<file path="src/rtl/stopwatch_core.sv">
// rtl/stopwatch_core.sv - elapsed-time measurement core counting prescaled ticks from start to stop
//
// Purpose:
//   Measures the interval between start and stop in units of prescaled ticks.
//   A tick occurs every prescaler_value+1 clock cycles. The prescaler value is
//   captured into a shadow register at start, so later changes have no effect
//   on a measurement in progress. The elapsed count saturates instead of
//   wrapping, and a sticky overflow flag records the saturation.
//
// Ports:
//   clk              in   1      system clock, rising edge
//   reset            in   1      synchronous, active-high reset
//   prescaler_value  in   WIDTH  tick period minus one, sampled at start
//   start            in   1      begins a measurement when idle (wins over stop)
//   stop             in   1      ends a measurement when counting (wins over start)
//   elapsed          out  WIDTH  ticks since start; live while running, held after
//   running          out  1      high while counting
//   ready            out  1      high when idle
//   overflow         out  1      sticky; elapsed saturated during this measurement

module stopwatch_core #(
  parameter int WIDTH = 32
) (
  input  logic             clk,
  input  logic             reset,
  input  logic [WIDTH-1:0] prescaler_value,
  input  logic             start,
  input  logic             stop,
  output logic [WIDTH-1:0] elapsed,
  output logic             running,
  output logic             ready,
  output logic             overflow
);

  typedef enum logic [1:0] {
    ST_IDLE  = 2'd0,
    ST_COUNT = 2'd1,
    ST_DONE  = 2'd2
  } state_t;

  localparam logic [WIDTH-1:0] ONE = {{(WIDTH-1){1'b0}}, 1'b1};

  state_t           r_state;
  logic [WIDTH-1:0] r_presc_shadow;
  logic [WIDTH-1:0] r_presc_ctr;
  logic [WIDTH-1:0] r_elapsed;
  logic             r_overflow;
  logic             r_running;
  logic             r_ready;

  state_t           w_state_nxt;
  logic [WIDTH-1:0] w_presc_shadow_nxt;
  logic [WIDTH-1:0] w_presc_ctr_nxt;
  logic [WIDTH-1:0] w_elapsed_nxt;
  logic             w_overflow_nxt;
  logic             w_running_nxt;
  logic             w_ready_nxt;

  always_ff @(posedge clk) begin
    if (reset) begin
      r_state        <= ST_IDLE;
      r_presc_shadow <= '0;
      r_presc_ctr    <= '0;
      r_elapsed      <= '0;
      r_overflow     <= 1'b0;
      r_running      <= 1'b0;
      r_ready        <= 1'b1;
    end else begin
      r_state        <= w_state_nxt;
      r_presc_shadow <= w_presc_shadow_nxt;
      r_presc_ctr    <= w_presc_ctr_nxt;
      r_elapsed      <= w_elapsed_nxt;
      r_overflow     <= w_overflow_nxt;
      r_running      <= w_running_nxt;
      r_ready        <= w_ready_nxt;
    end
  end

  always_comb begin
    w_state_nxt        = r_state;
    w_presc_shadow_nxt = r_presc_shadow;
    w_presc_ctr_nxt    = r_presc_ctr;
    w_elapsed_nxt      = r_elapsed;
    w_overflow_nxt     = r_overflow;
    w_running_nxt      = r_running;
    w_ready_nxt        = r_ready;

    case (r_state)
      ST_IDLE: begin
        // stop is deliberately not looked at here: start wins in idle
        if (start) begin
          w_presc_shadow_nxt = prescaler_value;
          w_presc_ctr_nxt    = prescaler_value;
          w_elapsed_nxt      = '0;
          w_overflow_nxt     = 1'b0;
          w_running_nxt      = 1'b1;
          w_ready_nxt        = 1'b0;
          w_state_nxt        = ST_COUNT;
        end
      end

      ST_COUNT: begin
        // stop freezes everything on the cycle it is seen; start is ignored
        if (stop) begin
          w_state_nxt = ST_DONE;
        end else if (r_presc_ctr != '0) begin
          w_presc_ctr_nxt = r_presc_ctr - ONE;
        end else begin
          w_presc_ctr_nxt = r_presc_shadow;
          if (r_elapsed != '1) begin
            w_elapsed_nxt = r_elapsed + ONE;
          end else begin
            w_overflow_nxt = 1'b1;
          end
        end
      end

      ST_DONE: begin
        w_running_nxt = 1'b0;
        w_ready_nxt   = 1'b1;
        w_state_nxt   = ST_IDLE;
      end

      default: begin
        // unused encoding: recover to idle without touching any other register
        w_state_nxt = ST_IDLE;
      end
    endcase
  end

  assign elapsed  = r_elapsed;
  assign running  = r_running;
  assign ready    = r_ready;
  assign overflow = r_overflow;

endmodule

</file>
<file path="config.mk">
export PLATFORM = sky130hd
export DESIGN_NAME = stopwatch_core
export DESIGN_NICKNAME = d
export VERILOG_FILES = /design/src/rtl/stopwatch_core.sv
export SDC_FILE = /design/constraint.sdc
export NUM_CORES = 1
export LEC_CHECK = 0
export CORE_ASPECT_RATIO = 0.7
export CORE_MARGIN = 5
export CORE_UTILIZATION = 26
export DETAILED_ROUTE_END_ITERATION = 10
export GPL_TIMING_DRIVEN = 0
export PLACE_DENSITY_LB_ADDON = 0.3
export SLEW_MARGIN = 20
export SYNTH_ARGS = -nofsm -noshare
export SYNTH_HDL_FRONTEND = slang
export SYNTH_SLANG_ARGS = --single-unit
</file>
<file path="constraint.sdc">
create_clock -name clk -period 7.75 [get_ports clk]
set_input_delay 1.1625 -clock clk [delete_from_list [all_inputs] [get_ports clk]]
set_output_delay 1.1625 -clock clk [all_outputs]
set_load 0.01 [all_outputs]
</file>
==> results of run 1 <==
-- worst reg2reg max path: cells and delay by family (launching register included) --
kind | cells | cell delay, ps
AND/OR/NAND/NOR | 3 | 1380
buffers and inverters | 3 | 760
AO/OA/AOI/OAI | 3 | 620
flip-flops | 1 | 430
-- registers in the layout, indices dropped and copies added, names as in the netlist --
register and cells:
r_presc_shadow 32, r_presc_ctr 32, overflow 1, running 1
elapsed 32, ready 1, r_state 2
-- logic make-up after synthesis --
family                     synth area share [%]
and+or+nand+nor                            30.6
AOI/OAI and AO/OA                          21.5
DFF                                        38.1
buffers and inverters                      4.38
xor gates and xnor gates                   4.46
adders and majority gates                 0.707
muxes                                     0.212
-- power by group through the flow --
stage / logic (mW) / registers (mW) / clock network, mW
3_5_place_dp: 0.267 / 0.591 / 0
6_report: 0.271 / 0.580 / 0.501
4_1_cts: 0.268 / 0.579 / 0.511
5_1_grt: 0.297 / 0.584 / 0.534
3_3_place_gp: 0.266 / 0.591 / 0
2_1_floorplan: 0.180 / 0.584 / 0
-- worst max-delay path by stage --
stage / end / slack, ps / startpoint
after global routing: elapsed[25] / 3860 / start
after CTS: overflow / 4140 / stop
after global placement: overflow / 3770 / start
final: r_presc_ctr[7] / 4060 / stop
after detailed placement: r_presc_ctr[5] / 3770 / stop
after floorplan: elapsed[28] / 4940 / stop
-- layer usage --
metal / track usage, % / wire length [um]
met4: 2.98 / 156
met2: 21.2 / 7350
met5: 0 / 0
met3: 2.61 / 919
met1: 24.7 / 9920
-- cells in the mapped netlist, types with 2 or more instances --
| master | n |
|---|---|
| or2_2 | 3 |
| nor3b_1 | 2 |
| and4_1 | 5 |
| a221o_1 | 3 |
| dfxtp_1 | 101 |
| clkbuf_1 | 42 |
| a21o_1 | 3 |
| nand2_1 | 93 |
| xnor2_1 | 8 |
| or3_1 | 20 |
| o22ai_1 | 2 |
| or4_1 | 21 |
| nor3_1 | 43 |
| a22oi_1 | 3 |
| nand4_1 | 17 |
| o21ai_0 | 23 |
| xor2_1 | 19 |
| nand4b_1 | 2 |
| inv_1 | 10 |
| o31a_1 | 4 |
| nand3_1 | 14 |
| nand2b_1 | 5 |
| a2bb2oi_1 | 8 |
| a21oi_1 | 82 |
| buf_2 | 3 |
| a221oi_1 | 3 |
| and3_1 | 7 |
| o31ai_1 | 19 |
| nor4_4 | 2 |
| nor2_1 | 65 |
| nor4_1 | 16 |
| ha_1 | 3 |
| a211oi_1 | 14 |
| o211ai_1 | 9 |
-- layout make-up --
class / count / area (um2)
Clock inverter: 6 / 93.8
Buffer: 48 / 195
Tap cell: 270 / 338
Sequential cell: 101 / 2020
Clock buffer: 9 / 225
Timing Repair Buffer: 69 / 691
Inverter: 10 / 37.5
Multi-Input combinational cell: 534 / 3050
Fill cell: 2164 / 13300
-- placed cells by master (no fill, tap or decap), types with 2 or more instances in the layout --
| cell type | n |
|---|---|
| o22ai_1 | 2 |
| bufinv_16 | 2 |
| nand2b_1 | 5 |
| a211oi_1 | 14 |
| dfxtp_1 | 101 |
| clkbuf_1 | 42 |
| nor4_4 | 2 |
| xnor2_1 | 8 |
| a2bb2oi_1 | 8 |
| nor4_1 | 16 |
| nand4b_1 | 2 |
| inv_6 | 3 |
| clkdlybuf4s50_1 | 69 |
| nand4_1 | 17 |
| nand3_1 | 14 |
| ha_1 | 3 |
| or4_1 | 21 |
| clkbuf_16 | 9 |
| and4_1 | 5 |
| o31a_1 | 4 |
| o21ai_0 | 23 |
| o211ai_1 | 9 |
| nor3_1 | 43 |
| nor2_1 | 65 |
| a21o_1 | 3 |
| inv_1 | 10 |
| or2_2 | 3 |
| o31ai_1 | 19 |
| a21oi_1 | 82 |
| a22oi_1 | 3 |
| a221oi_1 | 3 |
| and3_1 | 7 |
| or3_1 | 20 |
| xor2_1 | 19 |
| nor3b_1 | 2 |
| a221o_1 | 3 |
| buf_2 | 3 |
| nand2_1 | 93 |
-- per-stage QoR --
step                      instance area (um2)  instances  hold WS (ps)  util (%)  setup WS [ps]
after floorplan                          5310        693           433         -           4940
after global placement                   6340       1032           435      31.7           3770
after detailed placement                 6340       1032           438      31.7           3770
after CTS                                6660       1047           450      33.3           4140
after global routing                     6660       1047           472      33.3           3860
final                                    6660       1047           444      33.3           4060
==> results.md, run 1 <==
- Synth Flop Type: dfxtp_1
- Ranking of synthesized cells by area: dfxtp_1, a21oi_1, nand2_1
- Global-route wire length before repair: 28.8 mm
- Peak VDD IR: about 0.09 mV
- Hold EP: ready
- Buffers & Inverters on Critical Path: 4
- Cells after synthesis: 693
- DPL Wire Length: 13.7 mm
- Setup violators final: 0
- Flops & latches, synth: 101
- Clk network pwr share: 37.1%
- Final Max Tran Viols: 0
- CTS clk-pin slew, worst paths: 70 ps
- Die height: ~130 um
- Register area share after synthesis: 38.1%
- Family with the most delay on the worst path: buffers and inverters
- Reg2Reg Setup Slack: 4480 ps
- Crit path max fanout: 10
- Worst hold stages: 2
- Warnings, synthesis: 0
- Drt first pass iters: 5
- Synth cell types: 53
- Vias per cell: 5.24
- Power, Total: 1.35 mW
- Port Buf Inserts: roughly 70
- Max-cap violations: 0
- I/O pin count: 71
- Worst-case clock buffer depth: 2
- Final Skew: 9.46 ps
- Synth top area share: between 30% and 40%
- Net Sw Frac: 30.8%
- Setup TNS: 0 ps
- Crit-path slowest cell: clkbuf_1
- CTS resizes: 0
- RSZ-0062 raised after global routing: false
- Crit end category: flop
- # rows: 43
- Remaining antenna violation count after routing: 0
- Post-synth EDFFs: 0
- WP data required: 8030 ps
- Initial Utilization: 26.6%
- # diodes: 0
- RePlAce Congestion: between 0.8 and 0.9
- Reg2reg start: elapsed[17]
- RR Endpoint: elapsed[1]
- Share of layout cells above drive strength 1: 3.86%
- Area Overhead vs Synth: 25.4%
- Pin count of the biggest net entering global routing: 18
- CTS Sinks: about 100
- P_sw: roughly 420 uW
- Avg Cell Area, Syn: 7.66 um2
- Number of global-route vias before repair: 4970
- Worst hold-check path type: reg -> reg
- CTS tree: built
- Setup bufs post-CTS: 0
- GRT Util Overall: 15.4%
- H-tree level count: 3
- Post-synthesis cell area: 0.00531 mm2
- Status: completed
- Initial antenna violation count: 0
- WL per Instance: approximately 18 um
- Comb pwr share: 20.0%
- Hold_buf cts: 0
- CP most frequent cell: clkbuf_1
- CTS Buf Count: 9
- Worst Hold Launch: ready
- Net Count, Synth: 732
- Crit path largest cell delay: 570 ps
- Die Area: 0.0234 mm2
- Final min period: 3690 ps
- Total grt overflow: 0
- Largest area contributor in the netlist: dfxtp_1
- Power per cell area: 203 mW/mm2
- Core footprint: roughly 0.02 mm2
- Initial DRC count: ~470
- Crit path cell chain: clkdlybuf4s50_1 -> nand2b_1 -> a21oi_1 -> clkbuf_1 -> clkbuf_1 -> clkbuf_1 -> nor2_1 -> nor3_1
- DRC: 0
- Worst Tran Pin Value: 966 ps
- WP depth: 8
- P_leak: ~2.2 nW
- Post-synth ARST share: 0%
- Slew margin rel.: 35.0%
- Vias: 5482
- Pint: 936 uW
- Type of the worst setup path: in -> reg
- Die Span X: 181 um
- Nets@finish: 812
- R2R cell count: 9
- Clock root buffer: clkbuf_16
- Worst Path Arrival: 3970 ps
- Clock Latency Late Sink: 350 ps
- Fin crit share: 47.7%
- Sequential power share: 42.9%
- CP startpoint kind: input pin
- DRT Wirelength: 18.4 mm
- F_max: between 200 and 300 MHz
- Final hold violation count: 0
Power figures use the tool's default switching activity.
==> run 2: changes to the inputs <==
==> constraint.sdc (replaced) <==
create_clock -name clk -period 3.5 [get_ports clk]
set_input_delay 0.525 -clock clk [delete_from_list [all_inputs] [get_ports clk]]
set_output_delay 0.525 -clock clk [all_outputs]
set_load 0.01 [all_outputs]
==> results of run 2 <==
Same layout as run 1 (identical final DEF). Status: completed.
Among the figures that moved: setup slack after placement 3770 ps -> 159 ps; setup slack after layout 4060 ps -> 231 ps; start point of the critical path stop -> elapsed[17]; end point of the critical path r_presc_ctr[7] -> elapsed[1]; register-to-register setup slack 4480 ps -> 230 ps; total power 1.35 mW -> 3.00 mW; worst IR drop on VDD 0.0903 mV -> 0.200 mV
